### src/rtl/ps2_keyboard_pkg.sv
// Shared definitions for the PS/2 keyboard receiver: bus register map, status bit
// positions and the frame FSM state encoding.
package ps2_keyboard_pkg;

    localparam int unsigned BUS_W  = 16;
    localparam int unsigned DATA_W = 8;

    // addr[1] selects the register
    localparam logic REG_DATA = 1'b0;
    localparam logic REG_STAT = 1'b1;

    localparam int unsigned STAT_NEMPTY_BIT = 0;
    localparam int unsigned STAT_FULL_BIT   = 1;
    localparam int unsigned STAT_FERR_BIT   = 2;
    localparam int unsigned STAT_OVF_BIT    = 3;

    localparam int unsigned CLR_FERR_BIT = 2;
    localparam int unsigned CLR_OVF_BIT  = 3;

    typedef enum logic [1:0] {
        ST_IDLE   = 2'd0,
        ST_SHIFT  = 2'd1,
        ST_PARITY = 2'd2,
        ST_STOP   = 2'd3
    } frame_state_e;

    function automatic logic [BUS_W-1:0] status_word(input logic ferr, input logic ovf,
                                                      input logic full, input logic nempty);
        logic [BUS_W-1:0] w;
        w                  = '0;
        w[STAT_NEMPTY_BIT] = nempty;
        w[STAT_FULL_BIT]   = full;
        w[STAT_FERR_BIT]   = ferr;
        w[STAT_OVF_BIT]    = ovf;
        return w;
    endfunction

endpackage

### src/rtl/ps2_kbd_fifo.sv
// Scancode FIFO; a pop in the same cycle as a push frees the slot the push needs,
// so push+pop while full is accepted.
module ps2_kbd_fifo #(
    parameter int unsigned DEPTH = 8,
    parameter int unsigned WIDTH = 8
) (
    input  logic             clk,
    input  logic             reset_n,
    input  logic             push_i,
    input  logic [WIDTH-1:0] wdata_i,
    input  logic             pop_i,
    output logic             full_o,
    output logic             empty_o,
    output logic [WIDTH-1:0] head_o
);

    localparam int unsigned PW = $clog2(DEPTH);
    localparam int unsigned CW = $clog2(DEPTH) + 1;

    logic [WIDTH-1:0] mem_q [DEPTH];
    logic [PW-1:0]    wr_ptr_q, wr_ptr_d;
    logic [PW-1:0]    rd_ptr_q, rd_ptr_d;
    logic [CW-1:0]    count_q, count_d;
    logic             full_q, empty_q;
    logic             do_push, do_pop;

    always_comb begin
        do_pop   = pop_i & ~empty_q;
        do_push  = push_i & (~full_q | do_pop);
        wr_ptr_d = wr_ptr_q + PW'(do_push);
        rd_ptr_d = rd_ptr_q + PW'(do_pop);
        count_d  = count_q + CW'(do_push) - CW'(do_pop);
    end

    always_ff @(posedge clk or negedge reset_n) begin
        if (!reset_n) begin
            wr_ptr_q <= '0;
            rd_ptr_q <= '0;
            count_q  <= '0;
            full_q   <= 1'b0;
            empty_q  <= 1'b1;
        end else begin
            wr_ptr_q <= wr_ptr_d;
            rd_ptr_q <= rd_ptr_d;
            count_q  <= count_d;
            full_q   <= (count_d == CW'(DEPTH));
            empty_q  <= (count_d == '0);
        end
    end

    // Storage needs no reset; empty gates every consumer of head.
    always_ff @(posedge clk) begin
        if (do_push) mem_q[wr_ptr_q] <= wdata_i;
    end

    assign full_o  = full_q;
    assign empty_o = empty_q;
    assign head_o  = mem_q[rd_ptr_q];

endmodule

### src/rtl/ps2_keyboard.sv
// PS/2 keyboard receiver with scancode FIFO and a two-register bus interface.
// Optional mid-frame watchdog enabled by macro PS2_KEYBOARD_TIMEOUT_EN.
module ps2_keyboard
    import ps2_keyboard_pkg::*;
#(
    parameter int unsigned FIFO_DEPTH     = 8,
    parameter int unsigned TIMEOUT_CYCLES = 16000
) (
    input  logic        clk,
    input  logic        reset_n,
    input  logic [15:0] addr,
    input  logic [1:0]  bwe,
    input  logic [15:0] din,
    output logic [15:0] dout,
    input  logic        ps2_clk,
    input  logic        ps2_data
);

    logic [1:0]        clk_sync_q, data_sync_q;
    logic              clk_prev_q;
    logic              fall_c, bit_c, timeout_c;
    frame_state_e      state_q, state_d;
    logic [2:0]        bit_cnt_q, bit_cnt_d;
    logic [DATA_W-1:0] shift_q, shift_d;
    logic              par_ok_q, par_ok_d;
    logic              push_c, ferr_set_c;
    logic              ferr_q, ferr_d, ovf_q, ovf_d;
    logic              wr_c, pop_c, clr_c, drop_c;
    logic              fifo_full, fifo_empty;
    logic [DATA_W-1:0] fifo_head;
    logic [BUS_W-1:0]  dout_q, dout_d;

    // Synchronizers idle high like the PS/2 lines themselves.
    always_ff @(posedge clk or negedge reset_n) begin
        if (!reset_n) begin
            clk_sync_q  <= 2'b11;
            data_sync_q <= 2'b11;
            clk_prev_q  <= 1'b1;
        end else begin
            clk_sync_q  <= {clk_sync_q[0], ps2_clk};
            data_sync_q <= {data_sync_q[0], ps2_data};
            clk_prev_q  <= clk_sync_q[1];
        end
    end

    assign fall_c = clk_prev_q & ~clk_sync_q[1];
    assign bit_c  = data_sync_q[1];

`ifdef PS2_KEYBOARD_TIMEOUT_EN
    localparam int unsigned TW = $clog2(TIMEOUT_CYCLES + 1);
    logic [TW-1:0] to_cnt_q, to_cnt_d;

    always_comb begin
        to_cnt_d  = to_cnt_q + TW'(1);
        if (fall_c || state_q == ST_IDLE) to_cnt_d = '0;
        timeout_c = (state_q != ST_IDLE) && !fall_c && (to_cnt_q == TW'(TIMEOUT_CYCLES - 1));
    end

    always_ff @(posedge clk or negedge reset_n) begin
        if (!reset_n) to_cnt_q <= '0;
        else          to_cnt_q <= to_cnt_d;
    end
`else
    logic unused_to_c;
    assign unused_to_c = (TIMEOUT_CYCLES == 0);
    assign timeout_c   = 1'b0;
`endif

    always_ff @(posedge clk or negedge reset_n) begin
        if (!reset_n) begin
            state_q   <= ST_IDLE;
            bit_cnt_q <= '0;
            shift_q   <= '0;
            par_ok_q  <= 1'b0;
        end else begin
            state_q   <= state_d;
            bit_cnt_q <= bit_cnt_d;
            shift_q   <= shift_d;
            par_ok_q  <= par_ok_d;
        end
    end

    always_comb begin
        state_d = state_q;
        if (timeout_c) begin
            state_d = ST_IDLE;
        end else if (fall_c) begin
            case (state_q)
                ST_IDLE:   if (!bit_c) state_d = ST_SHIFT;
                ST_SHIFT:  if (bit_cnt_q == 3'd7) state_d = ST_PARITY;
                ST_PARITY: state_d = ST_STOP;
                ST_STOP:   state_d = ST_IDLE;
                default:   state_d = ST_IDLE;
            endcase
        end
    end

    always_comb begin
        bit_cnt_d  = bit_cnt_q;
        shift_d    = shift_q;
        par_ok_d   = par_ok_q;
        push_c     = 1'b0;
        ferr_set_c = timeout_c;
        if (fall_c && !timeout_c) begin
            case (state_q)
                ST_IDLE:   bit_cnt_d = '0;
                ST_SHIFT: begin
                    shift_d   = {bit_c, shift_q[DATA_W-1:1]};
                    bit_cnt_d = bit_cnt_q + 3'd1;
                end
                ST_PARITY: par_ok_d = ^{shift_q, bit_c};
                ST_STOP: begin
                    if (bit_c && par_ok_q) push_c     = 1'b1;
                    else                   ferr_set_c = 1'b1;
                end
                default: ;
            endcase
        end
    end

    ps2_kbd_fifo #(
        .DEPTH (FIFO_DEPTH),
        .WIDTH (DATA_W)
    ) u_fifo (
        .clk     (clk),
        .reset_n (reset_n),
        .push_i  (push_c),
        .wdata_i (shift_q),
        .pop_i   (pop_c),
        .full_o  (fifo_full),
        .empty_o (fifo_empty),
        .head_o  (fifo_head)
    );

    // Only addr[1] and din[3:2] matter to this block.
    logic unused_bus_c;
    assign unused_bus_c = ^{addr[15:2], addr[0], din[15:4], din[1:0]};

    always_comb begin
        wr_c   = |bwe;
        pop_c  = wr_c && (addr[1] == REG_DATA);
        clr_c  = wr_c && (addr[1] == REG_STAT);
        drop_c = push_c & fifo_full & ~pop_c;
        ferr_d = (ferr_q & ~(clr_c & din[CLR_FERR_BIT])) | ferr_set_c;
        ovf_d  = (ovf_q & ~(clr_c & din[CLR_OVF_BIT])) | drop_c;
        dout_d = '0;
        if (addr[1] == REG_STAT) dout_d = status_word(ferr_q, ovf_q, fifo_full, ~fifo_empty);
        else if (!fifo_empty)    dout_d = {7'b0, 1'b1, fifo_head};
    end

    always_ff @(posedge clk or negedge reset_n) begin
        if (!reset_n) begin
            ferr_q <= 1'b0;
            ovf_q  <= 1'b0;
            dout_q <= '0;
        end else begin
            ferr_q <= ferr_d;
            ovf_q  <= ovf_d;
            dout_q <= dout_d;
        end
    end

    assign dout = dout_q;

endmodule

### config.mk
export PLATFORM = sky130hd
export DESIGN_NAME = ps2_keyboard
export DESIGN_NICKNAME = d
export VERILOG_FILES = /design/src/rtl/ps2_keyboard_pkg.sv /design/src/rtl/ps2_kbd_fifo.sv /design/src/rtl/ps2_keyboard.sv
export SDC_FILE = /design/constraint.sdc
export NUM_CORES = 1
export LEC_CHECK = 0
export CORE_UTILIZATION = 40
export CTS_CLUSTER_SIZE = 16
export DETAILED_ROUTE_END_ITERATION = 8
export PLACE_DENSITY = 0.69
export SETUP_SLACK_MARGIN = 0.05
export SLEW_MARGIN = 15
export SYNTH_ARGS = -nofsm -noshare
export SYNTH_HDL_FRONTEND = slang
export SYNTH_SLANG_ARGS = --single-unit
export TNS_END_PERCENT = 5
### constraint.sdc
create_clock -name clk -period 3.3 [get_ports clk]
set_input_delay 0.99 -clock clk [delete_from_list [all_inputs] [get_ports clk]]
set_output_delay 0.99 -clock clk [all_outputs]
set_load 0.01 [all_outputs]
# Yosys cells after proc, flatten, opt, wreduce, memory -nomap -nowiden
# Memory sizes are Yosys's and may differ from the RTL's.
# Index checks and enable logic that the tools add are counted.
# Widths: inputs -> output; s select.
dict set report word_totals {
  elab_cells 73
  memories 1
  regBits 49
  input_bits 38
  ram_bits 64
  out_inout_bits 16
}
dict set report classes {
  muxes 14
  reduce_logical 12
  addsub 5
  eq_ne 7
  bitwise 19
}
# memory words width read_ports rd_clocked_by_memory_dff write_ports line
set mem_list {}
lappend mem_list {u_fifo.mem_q 8 8 1 0 1 ps2_kbd_fifo.sv:20} ;# logic [WIDTH-1:0] mem_q [DEPTH];
# operator n
set op_table {}
lappend op_table {{$mux 9} 2}
lappend op_table {{$and 1x1->1} 9}
lappend op_table {{$reduce_xor 9->1} 1}
lappend op_table {{$mux 1} 8}
lappend op_table {{$pmux 2 s4} 1}
lappend op_table {{$not 1->1} 7}
lappend op_table {{$add 3x1->3} 2}
lappend op_table {{$pmux 3 s2} 1}
lappend op_table {{$reduce_and 2->1} 3}
lappend op_table {{$add 4x1->4} 1}
lappend op_table {{$eq 2x2->1 const B} 2}
lappend op_table {{$eq 4x4->1 const B} 1}
lappend op_table {{$logic_not 4->1} 1}
lappend op_table {{$mux 2} 2}
lappend op_table {{$ne 2x2->1 const B} 2}
lappend op_table {{$sub 4x1->4} 1}
lappend op_table {{$add 3x1->3 const B} 1}
lappend op_table {{$eq 3x3->1 const B} 1}
lappend op_table {{$logic_and 1x1->1} 3}
lappend op_table {{$or 1x1->1} 3}
lappend op_table {{$reduce_and 3->1} 1}
lappend op_table {{$eq 2x1->1 const B} 1}
lappend op_table {{$logic_not 2->1} 1}
lappend op_table {{$reduce_bool 2->1} 1}
lappend op_table {{$reduce_or 2->1} 1}

# Depth between registers and ports, before layout
# Gate-level depths: netlist of the first run.
dict set report depth {
  depth_word 8
  depth_mapped 12
  ltp_nobuf 10
}

# Hierarchy
# From an unflattened synthesis of the first run, not the netlist that was laid out.
dict set report unflattened {
  cells_unflattened 247
  hier_area_um2 4367.9
}
# mod cells_each instances seq_area_each_um2 area_each_um2
set by_module_without_submodules {}
lappend by_module_without_submodules {ps2_kbd_fifo 148 1 2223.4 3083.0}
lappend by_module_without_submodules {ps2_keyboard 99 1 757.0 1285.0}

# Least setup slack after synthesis of the first run
# No wires, ideal clock.
dict set report synth_path {
  path_kind {input to register}
  start {in addr[1]}
  end {reg u_fifo.full_q, in the netlist u_fifo.full_o}
  path_buffers 2
  setup_time_ps 73
  required_ps 3227
  slack_ps 187
  path_stages 12
  arrival_ps 3040
  path_cell_list {buf_6 or2_1 buf_6 nor2_1 ha_1 inv_1 ha_1 inv_1 fa_1 inv_1 or3_1 nor2b_1}
}
dict set report synth_between {
  elab_chain_len 8
}
# item line
set synth_rtl {}
lappend synth_rtl {{start: declaration} ps2_keyboard.sv:11} ;# input logic [15:0] addr,
lappend synth_rtl {{$not 1->1 (*)} ps2_keyboard.sv:141} ;# pop_c = wr_c && (addr[1] == REG_DATA);
lappend synth_rtl {{$logic_and 1x1->1 (*)} ps2_keyboard.sv:141}
lappend synth_rtl {{$and 1x1->1 (*)} ps2_kbd_fifo.sv:28} ;# do_pop = pop_i & ~empty_q;
lappend synth_rtl {{$or 1x1->1} ps2_kbd_fifo.sv:29} ;# do_push = push_i & (~full_q | do_pop);
lappend synth_rtl {{$and 1x1->1} ps2_kbd_fifo.sv:29}
lappend synth_rtl {{$add 4x1->4} ps2_kbd_fifo.sv:32} ;# count_d = count_q + CW'(do_push) - CW'(do_pop);
lappend synth_rtl {{$sub 4x1->4 (*)} ps2_kbd_fifo.sv:32}
lappend synth_rtl {{net u_fifo.count_d[1]} ps2_kbd_fifo.sv:23} ;# logic [CW-1:0] count_q, count_d;
lappend synth_rtl {{$eq 4x4->1 (*)} ps2_kbd_fifo.sv:46} ;# full_q <= (count_d == CW'(DEPTH));
lappend synth_rtl {{end signal: assignment} ps2_kbd_fifo.sv:46}
lappend synth_rtl {{end: declaration} ps2_kbd_fifo.sv:24} ;# logic full_q, empty_q;
# Mark *: on every way through the listed nets, which the timed path passes. The rest lies on a longest branch.
# A chain may end at the register's enable or synchronous reset.

# Worst setup path after layout of the first run
# Ends and elaborated chain as after synthesis.

==> reports/metrics.cfg, run 1 <==
[worst_setup_path]
slowest_delay_ps=470
slowest_stage=fa_1
path_cells=clkdlybuf4s50_1 -> or2_1 -> buf_4 -> o21ai_4 -> and2_1 -> ha_1 -> inv_1 -> fa_1 -> inv_1 -> or3_1 -> nor2b_1
critPathMaxFanout=3
critPathCaptureType=flip-flop
cp.required_ps=3600
crit_type=in -> reg
arrival_ps=3410
cp-start-kind=input pin
path_common_cell=inv_1

[layout]
fill_cells=897
layout.cells.non_filler=447
fin_util_pct=47.5
drive_above_1_share_pct=19.6
antenna_cells=0
nets=359
final_cell_area_um2=4970
syn_to_final_growth_pct=13.4

[cts]
clk_latency_ps=360
post_cts_buffers=0
clkSinkCount=106
ctsLongestPathBuffers=2
cts_root_buffer=clkbuf_8
cts_resized=0
holdBufCountCts=0
numCtsBuffers=9
cts_tree=built
path_clk_slew_ps=100
h-tree-depth=3

[synth]
ys_top_cells_by_area=edfxtp_1 44%, dfrtp_1 21%, mux2i_1 4.6%
synth.most_common_cell=edfxtp_1
ys.flop_type=edfxtp_1
synth_top_area_share_pct=43.8
seq_area_frac_synth_pct=67.9
synth.largest_area_cell=edfxtp_1
synth_area_um2=4390
synth_common_cells=64 x edfxtp_1, 36 x dfrtp_1, 20 x mux2i_1
synth.distinct_cells=41
postSynthCellCount=266
avgSynthCellArea_um2=16.5
synth-seq-cells=106
synth_edf_count=64
postSynth.asyncResetShare_pct=39.6
ys.warnings.count=0

[global_route]
grt_pass1_wl_mm=11.6
grt_pass1_vias=2228
grt.total_usage_pct=14.0
gr-total-overflow=0
antenna_found_initial=0
grt_max_degree=43

[placement]
port-buffer-count=17
gp_congestion=0.740
placed_area_um2=4780
post-place-ws_ps=-196
post-dp-hpwl_mm=4.82
dp_cells=431

[power_and_ir_drop]
p_leak_nw=1.98
ir_drop_mv=0.288
cellPowerDensity_nw_per_um2=769

[flow_run]
maxCapViolations=0

[floorplan]
io_pins=54
die_h_um=107
rows=37
die_w_um=107
die_area_um2=11400
coreArea_um2=10500
start_util_pct=41.9

[timing]
finalCritPeriodShare_pct=94.2
fin_crit_ps=3110
finalSetupViolCount=0
tightestPinTransition_ps=964
hold_violations=0
rsz0062_at_grt=no
fmax_mhz=322
worst_hold_slack_ps=359
drv_slew=0
skew_ps=12.3
fin_ws_ps=191
max_slew_margin_pct=35.7

[run_status]
status=complete, no violations

[route]
ant_nets=0
drt_pass1_iterations=4
drtIter0Drc=177
vias_per_cell=5.02
route.detailed.drc=0
wl_mm=7.28
num_vias=2243
wl_per_cell_um=16.3

[hold_path]
hold_class=reg -> reg

cell families (layout without fill, tap and decap cells):
family | Yosys count | after routing | synth area share, %
AO/OA/AOI/OAI | 26 | 26 | 4.59
XOR/XNOR | 12 | 12 | 2.71
adder cells (fa/ha/maj) | 15 | 15 | 4.45
buffers and inverters | 27 | 66 | 3.94
flip-flops | 106 | 106 | 67.9
multiplexers | 37 | 37 | 11.4
other | 1 | 7 | 0.0855
AND/OR/NAND/NOR | 42 | 42 | 4.88
power breakdown:
part           switching [mW]  internal, mW  leakage (nW)  total (mW)
clock network           0.418         0.350        0.0808       0.769
registers               0.330          1.69          1.11        2.02
logic                   0.429         0.608         0.790        1.04
final cells by class:
| cell class | instances | area (um2) | share of cell area (%) |
|---|---|---|---|
| Tap cell | 136 | 170 | 3.42 |
| Sequential cell | 106 | 2980 | 59.9 |
| Inverter | 11 | 41.3 | 0.830 |
| Multi-Input combinational cell | 139 | 1260 | 25.3 |
| Timing Repair Buffer | 39 | 330 | 6.64 |
| Clock inverter | 6 | 67.6 | 1.36 |
| Clock buffer | 10 | 128 | 2.57 |
layer usage:
| layer | track usage [%] | wire length, um |
|---|---|---|
| met1 | 17.1 | 3110 |
| met2 | 23.9 | 3740 |
| met3 | 3.83 | 279 |
| met4 | 5.09 | 149 |
| met5 | 0 | 0 |
path summary, 6_finish.rpt:
check                      slack (ps)  cells past startpoint                end          start
max in group asynchronous        1920                      1       bit_cnt_q[1]        reset_n
hold reg to reg                   360                      0      clk_sync_q[1]  clk_sync_q[0]
setup / recovery                  190                     11      u_fifo.full_o        addr[1]
setup reg to reg                  670                     10      u_fifo.full_o     clk_prev_q
min in group asynchronous         770                      1  u_fifo.count_q[3]        reset_n
hold / removal                    360                      0      clk_sync_q[1]  clk_sync_q[0]
sequential cells by signal, summed over array words and instances (netlist names), 3 cells and up:
signal and cells:
u_fifo.count_q 4, shift_q 8, dout 9, u_fifo.mem_q 64, u_fifo.wr_ptr_q 3, bit_cnt_q 3, u_fifo.rd_ptr_q 3
worst max-delay path, delay by kind of cell:
family / cells / cell delay, ps
AND/OR/NAND/NOR: 4 / 980
buffers and inverters: 4 / 680
adder cells (fa/ha/maj): 2 / 650
AO/OA/AOI/OAI: 1 / 120
stage by stage:
step	power (mW)	setup TNS, ps
floorplan	2.77	0
global placement	3.05	-264
detailed placement	3.10	-348
CTS	3.86	0
global route	4.06	0
finish	3.82	0
layout by cell type (no fill, tap or decap), drive strengths merged, types with 5 or more instances in the layout:
cell / count
mux4: 8
nand2: 10
xnor2: 7
edfxtp: 64
mux2i: 20
o21ai: 5
a22oi: 5
inv: 11
clkdlybuf4s50: 16
mux2: 9
dfrtp: 36
ha: 14
a32o: 6
conb: 7
buf: 23
dfstp: 6
clkinvlp: 5
nor2: 16
clkbuf: 10
No activity file was read; power rests on OpenSTA's default activity.
==> run 2, diff against run 1 <==
- SKIP_CTS_REPAIR_TIMING: default -> 1
==> results of run 2 <==
No change in the layout: final DEF, timing and power equal those of run 1.
